## src/rtl/ic_refill_ctrl.sv

```systemverilog
// L1 instruction-cache miss/refill sequencer: stalls fetch, invalidates the victim,
// fetches the line from memory beat by beat, then commits the tag or drains on a flush.
//
//   state  | meaning
//   IDLE   | no refill outstanding; a fetch miss starts one
//   REQ    | line request held on the memory port until acknowledged
//   RECV   | beats written into the data array
//   COMMIT | all beats written; tag written and fetch released
//   DRAIN  | refill aborted; remaining beats swallowed without writes
module ic_refill_ctrl #(
  parameter int ADDR       = 32,
  parameter int INST       = 32,
  parameter int LINE_WORDS = 4,
  localparam int WIDX      = $clog2(LINE_WORDS),
  localparam int OFS       = $clog2(LINE_WORDS * INST / 8)
) (
  input  logic            clk,
  input  logic            reset_,
  input  logic            fetch_valid,
  input  logic [ADDR-1:0] fetch_addr,
  input  logic            fetch_hit,
  input  logic            flush,
  output logic            stall,
  output logic            mem_req,
  output logic [ADDR-1:0] mem_addr,
  input  logic            mem_ack,
  input  logic            mem_rvalid,
  input  logic [INST-1:0] mem_rdata,
  output logic            fill_we,
  output logic [ADDR-1:0] fill_addr,
  output logic [WIDX-1:0] fill_word,
  output logic [INST-1:0] fill_data,
  output logic            tag_inv,
  output logic            tag_we,
  output logic            refill_done,
  output logic            busy
);

  localparam int CW = WIDX + 1;

  typedef enum logic [2:0] {
    IDLE   = 3'd0,
    REQ    = 3'd1,
    RECV   = 3'd2,
    COMMIT = 3'd3,
    DRAIN  = 3'd4
  } state_t;

  state_t          state_q, state_d;
  logic [CW-1:0]   cnt_q, cnt_d;
  logic            abort_q, abort_d;
  logic [ADDR-1:0] line_q, line_d;

  logic            miss;
  logic            last_beat;
  logic [ADDR-1:0] fetch_line;
  logic            unused_ofs;

  assign miss       = fetch_valid & ~fetch_hit & ~flush;
  assign last_beat  = (cnt_q == CW'(LINE_WORDS - 1));
  assign fetch_line = {fetch_addr[ADDR-1:OFS], {OFS{1'b0}}};
  assign unused_ofs = ^fetch_addr[OFS-1:0];

  always_comb begin
    state_d     = state_q;
    cnt_d       = cnt_q;
    abort_d     = abort_q;
    line_d      = line_q;
    mem_req     = 1'b0;
    mem_addr    = '0;
    fill_we     = 1'b0;
    fill_addr   = '0;
    fill_word   = '0;
    fill_data   = '0;
    tag_inv     = 1'b0;
    tag_we      = 1'b0;
    refill_done = 1'b0;

    case (state_q)
      IDLE: begin
        if (miss) begin
          line_d    = fetch_line;
          cnt_d     = '0;
          abort_d   = 1'b0;
          tag_inv   = 1'b1;
          fill_addr = fetch_line;
          state_d   = REQ;
        end
      end
      REQ: begin
        // Request is never withdrawn once raised; a flush only marks the refill dead.
        mem_req   = 1'b1;
        mem_addr  = line_q;
        fill_addr = line_q;
        if (flush) abort_d = 1'b1;
        if (mem_ack) begin
          cnt_d   = '0;
          state_d = (abort_q | flush) ? DRAIN : RECV;
        end
      end
      RECV: begin
        fill_addr = line_q;
        if (flush) begin
          abort_d = 1'b1;
          if (mem_rvalid) cnt_d = cnt_q + CW'(1);
          if (mem_rvalid && last_beat) begin
            abort_d = 1'b0;
            state_d = IDLE;
          end else begin
            state_d = DRAIN;
          end
        end else if (mem_rvalid) begin
          fill_we   = 1'b1;
          fill_word = cnt_q[WIDX-1:0];
          fill_data = mem_rdata;
          cnt_d     = cnt_q + CW'(1);
          if (last_beat) state_d = COMMIT;
        end
      end
      DRAIN: begin
        fill_addr = line_q;
        if (mem_rvalid) begin
          cnt_d = cnt_q + CW'(1);
          if (last_beat) begin
            abort_d = 1'b0;
            state_d = IDLE;
          end
        end
      end
      COMMIT: begin
        fill_addr   = line_q;
        tag_we      = 1'b1;
        refill_done = 1'b1;
        state_d     = IDLE;
      end
      default: state_d = IDLE;
    endcase
  end

  assign busy  = (state_q != IDLE);
  assign stall = busy | miss;

  always_ff @(posedge clk) begin
    if (!reset_) begin
      state_q <= IDLE;
      cnt_q   <= '0;
      abort_q <= 1'b0;
      line_q  <= '0;
    end else begin
      state_q <= state_d;
      cnt_q   <= cnt_d;
      abort_q <= abort_d;
      line_q  <= line_d;
    end
  end

endmodule

```

## config.mk

```make
export PLATFORM = sky130hd
export DESIGN_NAME = ic_refill_ctrl
export DESIGN_NICKNAME = d
export VERILOG_FILES = /design/src/rtl/ic_refill_ctrl.sv
export SDC_FILE = /design/constraint.sdc
export NUM_CORES = 1
export LEC_CHECK = 0
export CAP_MARGIN = 25
export CORE_ASPECT_RATIO = 0.6
export CORE_UTILIZATION = 29
export DETAILED_ROUTE_END_ITERATION = 10
export DONT_BUFFER_PORTS = 1
export SYNTH_ARGS = -nofsm -noshare
export SYNTH_HDL_FRONTEND = slang
export SYNTH_SLANG_ARGS = --single-unit
```

## constraint.sdc

```tcl
create_clock -name clk -period 2.4 [get_ports clk]
set_clock_uncertainty 0.15 [all_clocks]
set_input_delay 0.48 -clock clk [delete_from_list [all_inputs] [get_ports clk]]
set_output_delay 0.48 -clock clk [all_outputs]
set_load 0.02 [all_outputs]
```

==> reports/results.tsv, run 1 <==
metric	value	unit
CTS sink count	35	
initial core utilization	30.0	%
Clock Latency Late Sink	0.27	ns
Die Area	8530	um^2
minimum clock period	2.28	ns
largest net degree at the start of global routing	40	
first-pass GRT wire length	9080	um
CORE AREA	7880	um^2
initial antenna violation count	0	
Post-CTS Hold Fix Bufs	0	
Setup CP Type	flop to output port	
boundary pin count	176	
Final nets	399	
maxcap violations	0	
Startpoint Class	flop	
crit-path max FO	36	
fin. max-slew vios	0	
commonest non-fill, non-tap cell in the layout	nand2_1	
ranking of synthesized cells by area	dfxtp_1 (30%), nand2_1 (19%), and3_1 (9.5%)	
Post-Syn Area	2360	um^2
DIE HEIGHT	71.9	um
Finished Layout Cells	434	
Avg Cell Area, Syn	7.06	um^2
Setup Buffers After CTS	0	
fin area	2580	um^2
gate count of the mapped netlist	335	
vias per std cell	4.82	
leakage power	0.00123	uW
post-cts sizing count	0	
share of layout cells above drive strength 1	8.90	%
synthesized flop and latch total	35	
Multi-input gate area	1460	um^2
FMAX	0.438	GHz
Total Power	2090	uW
status	completed	
Power Density	809	nW/um^2
Setup crit end kind	output port	
placed wire-length estimate	4340	um
Worst Hold Class	input port to flop	
most frequent cells in the layout	nand2_1 (117), and3_1 (36), dfxtp_1 (35)	
TritonCTS clock tree	built	
Storage cell area	701	um^2
drt wl/cell	13.6	um
port bufs	0	
synth unique cells	42	
total number of vias	2092	
DRC Markers	0	
DR pass1 iterations	6	
DRT antenna net count	0	
H-Tree Depth	2	
FILL cells	870	
Clk pin slew, worst setup/hold paths	0.05	ns
number of cells after detailed placement	427	
final hold vios	0	
Final Cycle Share	95.0	%
total gr overflow	0	
Ys Warns	0	
Bufs on Longest Clock Path	2	
final wirelength	5890	um
DIE WIDTH	119	um
antenna fix cells	0	
Rows	25	
Root Buffer	clkbuf_16	
area share of the largest cell type after synthesis	29.6	%
GRT Total Usage	13.4	%
Crit path required time	1.77	ns
setup violators final	0	
placed cell areas	2440	um^2
Syn-to-layout area delta	9.26	%
vias in the first global route	1754	
Setup TNS Final	0	ns
arrival time worst endpoint	1.65	ns
Yosys top cell by area	dfxtp_1	
Final Wtd Congestion	0.813	
CTS buffer count	5	
unrepaired setup endpoints after global routing	no	
1st-iter DRT viols	65	
sequential fraction of the synthesis area	29.6	%
VDD IR max	0.219	mV
[synth_stat cells (all sizes together)]
cell type,number
nand2,117
and3,36
dfxtp,35
a21boi,29
and2,29
buf,21
clkbuf,14
inv,7
nor2,6
o21ai,5
nand3,4
a21oi,3
nor2b,3
nor3b,3
a221oi,2
a32oi,2
and2b,2
ha,2
a211oi,1
a21o,1
a31oi,1
conb,1
maj3,1
nand2b,1
nand3b,1
nand4,1
nand4bb,1
nor3,1
nor4b,1
o2111ai,1
o211ai,1
xnor2,1
xor2,1
[cell type report]
| type | count | area share [%] |
|---|---|---|
| Inverter | 7 | 1.02 |
| Clock inverter | 1 | 0.194 |
| Sequential cell | 35 | 27.1 |
| Tap cell | 108 | 5.23 |
| Clock buffer | 6 | 5.38 |
| Timing Repair Buffer | 12 | 4.60 |
| Multi-Input combinational cell | 265 | 56.5 |
[flip-flops by register name, indices dropped and copies added, names as in the netlist]
name,flops
abort_q,1
cnt_q,3
line_q,28
state_q,3
[cells by family after synthesis]
logic type | after synthesis | synth area share (%)
simple gates | 206 | 43.5
compound gates | 46 | 14.1
buf+inv | 42 | 10.0
flops | 35 | 29.6
fa+ha+maj | 3 | 1.48
xor+xnor | 2 | 1.06
other cells | 1 | 0.159
[report_power, final]
part	internal (uW)	leakage [uW]	switching [uW]	total, uW
Combinational	233	0.000878	528	761
Sequential	645	0.000284	55.5	701
Clock	405	0.0000727	225	629
Total	1280	0.00123	808	2090
[final timing paths]
kind                            slack (ns)  cells past startpoint                 endpoint                    start
worst max-delay path                  0.12                      4            fill_data[28]  state_q[2]$_SDFFE_PN0P_
worst min-delay path                  0.21                      1  line_q[28]$_SDFFE_PN0P_                   reset_
worst max register to register        0.49                      6  state_q[2]$_SDFFE_PN0P_    cnt_q[0]$_SDFFE_PN0P_
worst min register to register        0.31                      2  line_q[13]$_SDFFE_PN0P_  line_q[13]$_SDFFE_PN0P_
[metal layers]
metal	share of wire, %	vias up	wire (um)	global-route usage (%)
li1	-	1062	-	-
met1	53	964	3130	19.6
met2	42	64	2450	19.4
met3	4.5	2	266	3.38
met4	0.58	0	34	3.38
met5	0	-	0	0
[through the flow]
stage | setup WS, ns | utilization [%] | hold WS [ns]
floorplan | 0.245 | - | 0.294
global placement | 0.361 | 30.9 | 0.300
detailed placement | 0.350 | 30.9 | 0.310
CTS | 0.0890 | 32.7 | 0.202
global route | 0.0284 | 32.8 | 0.200
finish | 0.119 | 32.8 | 0.211
[critical path, stage by stage, from the launching register on]
cell	delay (ns)
dfxtp_1	0.33
buf_4	0.19
nor4b_4	0.30
buf_6	0.24
and3_1	0.32
Power figures use the tool's default switching activity.
==> inputs of run 2 (changes only) <==
--- a/config.mk
+++ b/config.mk
@@ -8,8 +8,10 @@
 export CAP_MARGIN = 25
 export CORE_ASPECT_RATIO = 0.6
 export CORE_UTILIZATION = 29
+export CTS_BUF_LIST = sky130_fd_sc_hd__clkbuf_4
 export DETAILED_ROUTE_END_ITERATION = 10
 export DONT_BUFFER_PORTS = 1
+export MAX_ROUTING_LAYER = met4
 export SYNTH_ARGS = -nofsm -noshare
 export SYNTH_HDL_FRONTEND = slang
 export SYNTH_SLANG_ARGS = --single-unit
==> constraint.sdc (replaced) <==
create_clock -name clk -period 2.4 [get_ports clk]
set_clock_uncertainty 0.15 [all_clocks]
set_input_delay 0.36 -clock clk [delete_from_list [all_inputs] [get_ports clk]]
set_output_delay 0.36 -clock clk [all_outputs]
set_load 0.02 [all_outputs]
==> run 2 against run 1 <==
Effect of this change:
- die area is the same
- register-to-register slack is essentially flat
- sequential power shrank 1%
- via count grew 0.53%
- setup slack gained 0.025 ns
- sequential share of layout area grew 1.0 points
- utilization shrank 1.2 points
- global-route usage grew 0.11 points
- final area shrank 3.6%
- critical path type unchanged
==> reports/results.tsv, run 2 (synthesis gave the netlist of run 1 again) <==
metric	value	unit	change
Rows	25		unchanged
vias per std cell	4.81		-0.16%
Finished Layout Cells	437		+0.69%
most frequent cells in the layout	nand2_1 (117), and3_1 (36), dfxtp_1 (35)		
number of cells after detailed placement	426		-0.23%
CTS buffer count	5		unchanged
final wirelength	5970	um	+1.4%
placed cell areas	2400	um^2	-1.3%
VDD IR max	0.208	mV	-4.9%
largest net degree at the start of global routing	40		unchanged
commonest non-fill, non-tap cell in the layout	nand2_1		
CTS sink count	35		unchanged
TritonCTS clock tree	built		
placed wire-length estimate	4170	um	-3.8%
setup violators final	0		unchanged
DR pass1 iterations	4		-2
Root Buffer	clkbuf_4		
top flop regs	line_q x28, cnt_q x3, state_q x3		
fin area	2490	um^2	-3.6%
crit-path max FO	36		unchanged
maxcap violations	0		unchanged
Crit path required time	1.89	ns	+0.12 ns
initial core utilization	30.0	%	unchanged
r2r endpoint	state_q[1]$_SDFFE_PN0P_		
vias in the first global route	1698		-3.2%
hold path depth	2		+1
FF-to-FF path depth	6		unchanged
H-Tree Depth	2		unchanged
Largest register FFs	28		unchanged
Startpoint Class	flop		
status	completed		
grt peak-use layer	met1		
DIE WIDTH	119	um	unchanged
final hold vios	0		unchanged
Final nets	401		+0.50%
total gr overflow	0		unchanged
port bufs	0		unchanged
met1 usage	19.5	%	-0.13 points
Bufs on Longest Clock Path	2		unchanged
minimum clock period	2.26	ns	-0.0247 ns
FF-to-FF Start	cnt_q[0]$_SDFFE_PN0P_		
GRT Total Usage	13.5	%	+0.11 points
fin. max-slew vios	0		unchanged
DIE HEIGHT	71.9	um	unchanged
Clock Latency Late Sink	0.32	ns	+0.05 ns
FMAX	0.443	GHz	+1.1%
boundary pin count	176		unchanged
first-pass GRT wire length	8830	um	-2.8%
DRC Markers	0		unchanged
Final Core Density	31.6	%	-1.2 points
grt met2 use	18.8	%	-0.58 points
Setup Buffers After CTS	0		unchanged
largest register by flop count	line_q		
Power Density	700	nW/um^2	-13%
GRT met3 Usage	2.91	%	-0.47 points
Hold Crit Start	fetch_addr[17]		
slew margin rel.	60.7	%	
Final Wtd Congestion	0.809		-0.50%
total number of vias	2103		+0.53%
leakage power	0.00119	uW	-3.4%
Die Area	8530	um^2	unchanged
Clk pin slew, worst setup/hold paths	0.10	ns	+0.05 ns
share of layout cells above drive strength 1	8.23	%	-0.66 points
Worst Hold Class	input port to flop		
Syn-to-layout area delta	5.29	%	
DRT antenna net count	0		unchanged
worst reg2reg setup slack	0.49	ns	about the same
Setup CP Type	flop to output port		
initial antenna violation count	0		unchanged
Fin Hold WS	0.0355	ns	-0.176 ns
Slew @ Worst Pin	0.588	ns	
arrival time worst endpoint	1.75	ns	+0.10 ns
Setup TNS Final	0	ns	unchanged
1st-iter DRT viols	68		+4.6%
CORE AREA	7880	um^2	unchanged
Setup crit end kind	output port		
unrepaired setup endpoints after global routing	no		
Final Cycle Share	94.0	%	-1.0 points
Hold Path Sink	line_q[17]$_SDFFE_PN0P_		
drt wl/cell	13.7	um	+0.68%
-- run 2: changes by cell type in the layout (fill, tap and decap cells not counted) --
cell,previous run,this run
buf_12,2,0
buf_6,1,2
clkbuf_16,5,0
clkbuf_4,0,5
clkbuf_8,1,0
clkinv_1,0,1
diode_2,0,1
dlygate4sd3_1,0,3
-- run 2: power by group --
group          internal (uW)  total, uW  leakage [uW]  switching (uW)
clock network            104        289     0.0000285             185
registers                644        692      0.000284            47.9
logic                    227        763      0.000880             536
-- run 2: final cells by class --
class                      count  area (um^2)
clock buffer                   5         37.5
sequential                    35          701
clock inverter                 2         8.76
antenna                        1         2.50
timing repair buffer          14          120
multi-input combinational    265         1460
tap                          108          135
fill                         869         5390
inverter                       7         26.3
-- run 2: worst max path at each step --
stage                            start             to  slack (ns)  depth (start not counted)
2_1_floorplan                    flush  fill_addr[11]        0.49                          8
3_3_place_gp   state_q[0]$_SDFFE_PN0P_  fill_addr[10]        0.46                          6
3_5_place_dp   state_q[0]$_SDFFE_PN0P_  fill_addr[10]        0.45                          6
4_1_cts        state_q[0]$_SDFFE_PN0P_  fill_addr[10]        0.07                          6
5_1_grt        state_q[2]$_SDFFE_PN0P_  fill_data[28]        0.01                          4
6_report       state_q[2]$_SDFFE_PN0P_  fill_data[20]        0.14                          4
-- run 2: worst max-delay path, stage by stage (launching register included) --
cell and delay (ns):
dfxtp_1 0.33, buf_4 0.20, nor4b_4 0.27, buf_4 0.29, and3_1 0.33
-- run 2: timing repair --
item,CTS,global route
hold buffers,2,1
resized for setup,0,2
setup endpoints to repair,0,28
endpoints found under the hold margin,7,14
-- run 2: layer usage --
metal	share of wire (%)	up-vias
met5	0	-
met4	0.59	0
met1	51	964
met2	42	78
met3	6.2	2
li1	-	1059
-- run 2: per-stage QoR --
| stage | total power [uW] | worst slack (ns) |
|---|---|---|
| floorplan | 1330 | 0.485 |
| global placement | 1440 | 0.458 |
| detailed placement | 1450 | 0.447 |
| CTS | 1770 | 0.0665 |
| global route | 1890 | 0.0106 |
| finish | 1740 | 0.144 |
==> inputs of run 3 (changes only) <==
--- a/config.mk
+++ b/config.mk
@@ -11,7 +11,7 @@
 export CTS_BUF_LIST = sky130_fd_sc_hd__clkbuf_4
 export DETAILED_ROUTE_END_ITERATION = 10
 export DONT_BUFFER_PORTS = 1
-export MAX_ROUTING_LAYER = met4
+export HOLD_SLACK_MARGIN = 0.15
 export SYNTH_ARGS = -nofsm -noshare
 export SYNTH_HDL_FRONTEND = slang
 export SYNTH_SLANG_ARGS = --single-unit
==> run 3 against run 2 <==
Effect of this change:
- sequential power is essentially flat
- setup slack got worse by 0.0033 ns
- utilization grew 3.9 points
- combinational power is 7.2% higher
- via count rose by 4.4%
- register-to-register slack lost 0.28 ns
- largest cell class unchanged
- critical endpoint is now fill_data[28]
- power up 3.3%
==> reports/results.tsv, run 3 (synthesis gave the netlist of run 1 again) <==
metric	value	unit	change
drt wl/cell	13.3	um	-2.9%
worst reg2reg setup slack	0.21	ns	-0.28 ns
DIE WIDTH	119	um	unchanged
status	completed		
vias per std cell	4.70		-2.3%
arrival time worst endpoint	1.75	ns	about the same
first-pass GRT wire length	9420	um	+6.7%
unrepaired setup endpoints after global routing	no		
Setup CP Type	flop to output port		
FMAX	0.443	GHz	-0.14%
VDD IR max	0.252	mV	+21%
crit-path max FO	36		unchanged
leakage power	0.00133	uW	+11%
DRC Markers	0		unchanged
1st-iter DRT viols	71		+4.4%
Clk pin slew, worst setup/hold paths	0.11	ns	about the same
placed cell areas	2400	um^2	unchanged
Startpoint Class	flop		
DR pass1 iterations	4		unchanged
top flop regs	line_q x28, cnt_q x3, state_q x3		
setup violators final	0		unchanged
Final Cycle Share	94.1	%	+0.14 points
grt met2 use	20.7	%	+1.8 points
FILL cells	837		-3.7%
Rows	25		unchanged
Die Area	8530	um^2	unchanged
GRT Total Usage	13.9	%	+0.37 points
Hold Crit Start	reset_		
largest register by flop count	line_q		
minimum clock period	2.26	ns	+0.00326 ns
Hold Path Sink	line_q[28]$_SDFFE_PN0P_		
FF-to-FF Start	cnt_q[0]$_SDFFE_PN0P_		
share of layout cells above drive strength 1	7.82	%	-0.41 points
DIE HEIGHT	71.9	um	unchanged
Setup TNS Final	0	ns	unchanged
CORE AREA	7880	um^2	unchanged
TritonCTS clock tree	built		
Root Buffer	clkbuf_4		
CTS sink count	35		unchanged
port bufs	0		unchanged
Largest register FFs	28		unchanged
DRT antenna net count	0		unchanged
Clock Latency Late Sink	0.32	ns	about the same
initial antenna violation count	0		unchanged
H-Tree Depth	2		unchanged
Final nets	431		+7.5%
Power Density	643	nW/um^2	-8.1%
CTS buffer count	5		unchanged
Setup crit end kind	output port		
final wirelength	6190	um	+3.8%
Bufs on Longest Clock Path	2		unchanged
Crit path required time	1.89	ns	about the same
hold path depth	2		unchanged
vias in the first global route	1897		+12%
initial core utilization	30.0	%	unchanged
commonest non-fill, non-tap cell in the layout	nand2_1		
largest net degree at the start of global routing	40		unchanged
most frequent cells in the layout	nand2_1 (117), and3_1 (36), dfxtp_1 (35)		
fin. max-slew vios	0		unchanged
maxcap violations	0		unchanged
Worst Hold Class	input port to flop		
total number of vias	2196		+4.4%
GRT met3 Usage	3.07	%	+0.16 points
FF-to-FF path depth	7		+1
Setup Buffers After CTS	0		unchanged
placed wire-length estimate	4170	um	unchanged
Syn-to-layout area delta	18.4	%	
total gr overflow	0		unchanged
Final Wtd Congestion	0.798		-1.4%
final hold vios	0		unchanged
boundary pin count	176		unchanged
met1 usage	20.1	%	+0.63 points
fin area	2800	um^2	+12%
grt peak-use layer	met2		
r2r endpoint	state_q[0]$_SDFFE_PN0P_		
-- run 3: what timing repair did --
action	CTS	global route
setup endpoints to repair	0	28
hold buffers	33	0
gates resized for setup	0	2
endpoints found under the hold margin	35	0
-- run 3: final cells by class --
| cell class | count | area (um^2) | area share (%) |
|---|---|---|---|
| multi-input combinational | 265 | 1460 | 52.1 |
| tap | 108 | 135 | 4.83 |
| antenna | 1 | 2.50 | 0.0894 |
| clock buffer | 5 | 37.5 | 1.34 |
| inverter | 7 | 26.3 | 0.938 |
| timing repair buffer | 44 | 430 | 15.4 |
| clock inverter | 2 | 8.76 | 0.313 |
| sequential | 35 | 701 | 25.0 |
-- run 3: layer usage --
metal	vias to the layer above	wire length, um
li1	1118	-
met2	76	2630
met4	0	34
met5	-	0
met3	2	363
met1	1000	3160
-- run 3: how the worst max path moves through the flow --
stage                                        from            end  slack [ns]  depth (start not counted)
after floorplan                             flush  fill_addr[11]        0.49                          8
after global placement    state_q[0]$_SDFFE_PN0P_  fill_addr[10]        0.46                          6
after detailed placement  state_q[0]$_SDFFE_PN0P_  fill_addr[10]        0.45                          6
after CTS                 state_q[0]$_SDFFE_PN0P_  fill_addr[10]        0.07                          6
after global routing      state_q[2]$_SDFFE_PN0P_  fill_data[28]        0.01                          4
final                     state_q[2]$_SDFFE_PN0P_  fill_data[28]        0.14                          4
-- run 3: critical path, cell delays in order, from the launching register on --
cell	delay, ns
dfxtp_1	0.33
buf_4	0.20
nor4b_4	0.27
buf_4	0.30
and3_1	0.33
-- run 3: where the power goes --
part | internal (uW) | switching [uW] | total (uW)
clock network | 104 | 188 | 292
logic | 267 | 551 | 818
registers | 644 | 47.5 | 691
total | 1020 | 786 | 1800
-- run 3: stage by stage --
step,hold slack [ns],util (%),total power (uW),setup slack [ns],instances
2_1_floorplan,0.294,-,1330,0.485,342
3_3_place_gp,0.300,30.5,1440,0.458,426
3_5_place_dp,0.306,30.5,1450,0.447,426
4_1_cts,0.172,35.4,1820,0.0665,466
5_1_grt,0.171,35.5,1940,0.0106,466
6_report,0.204,35.5,1800,0.141,467
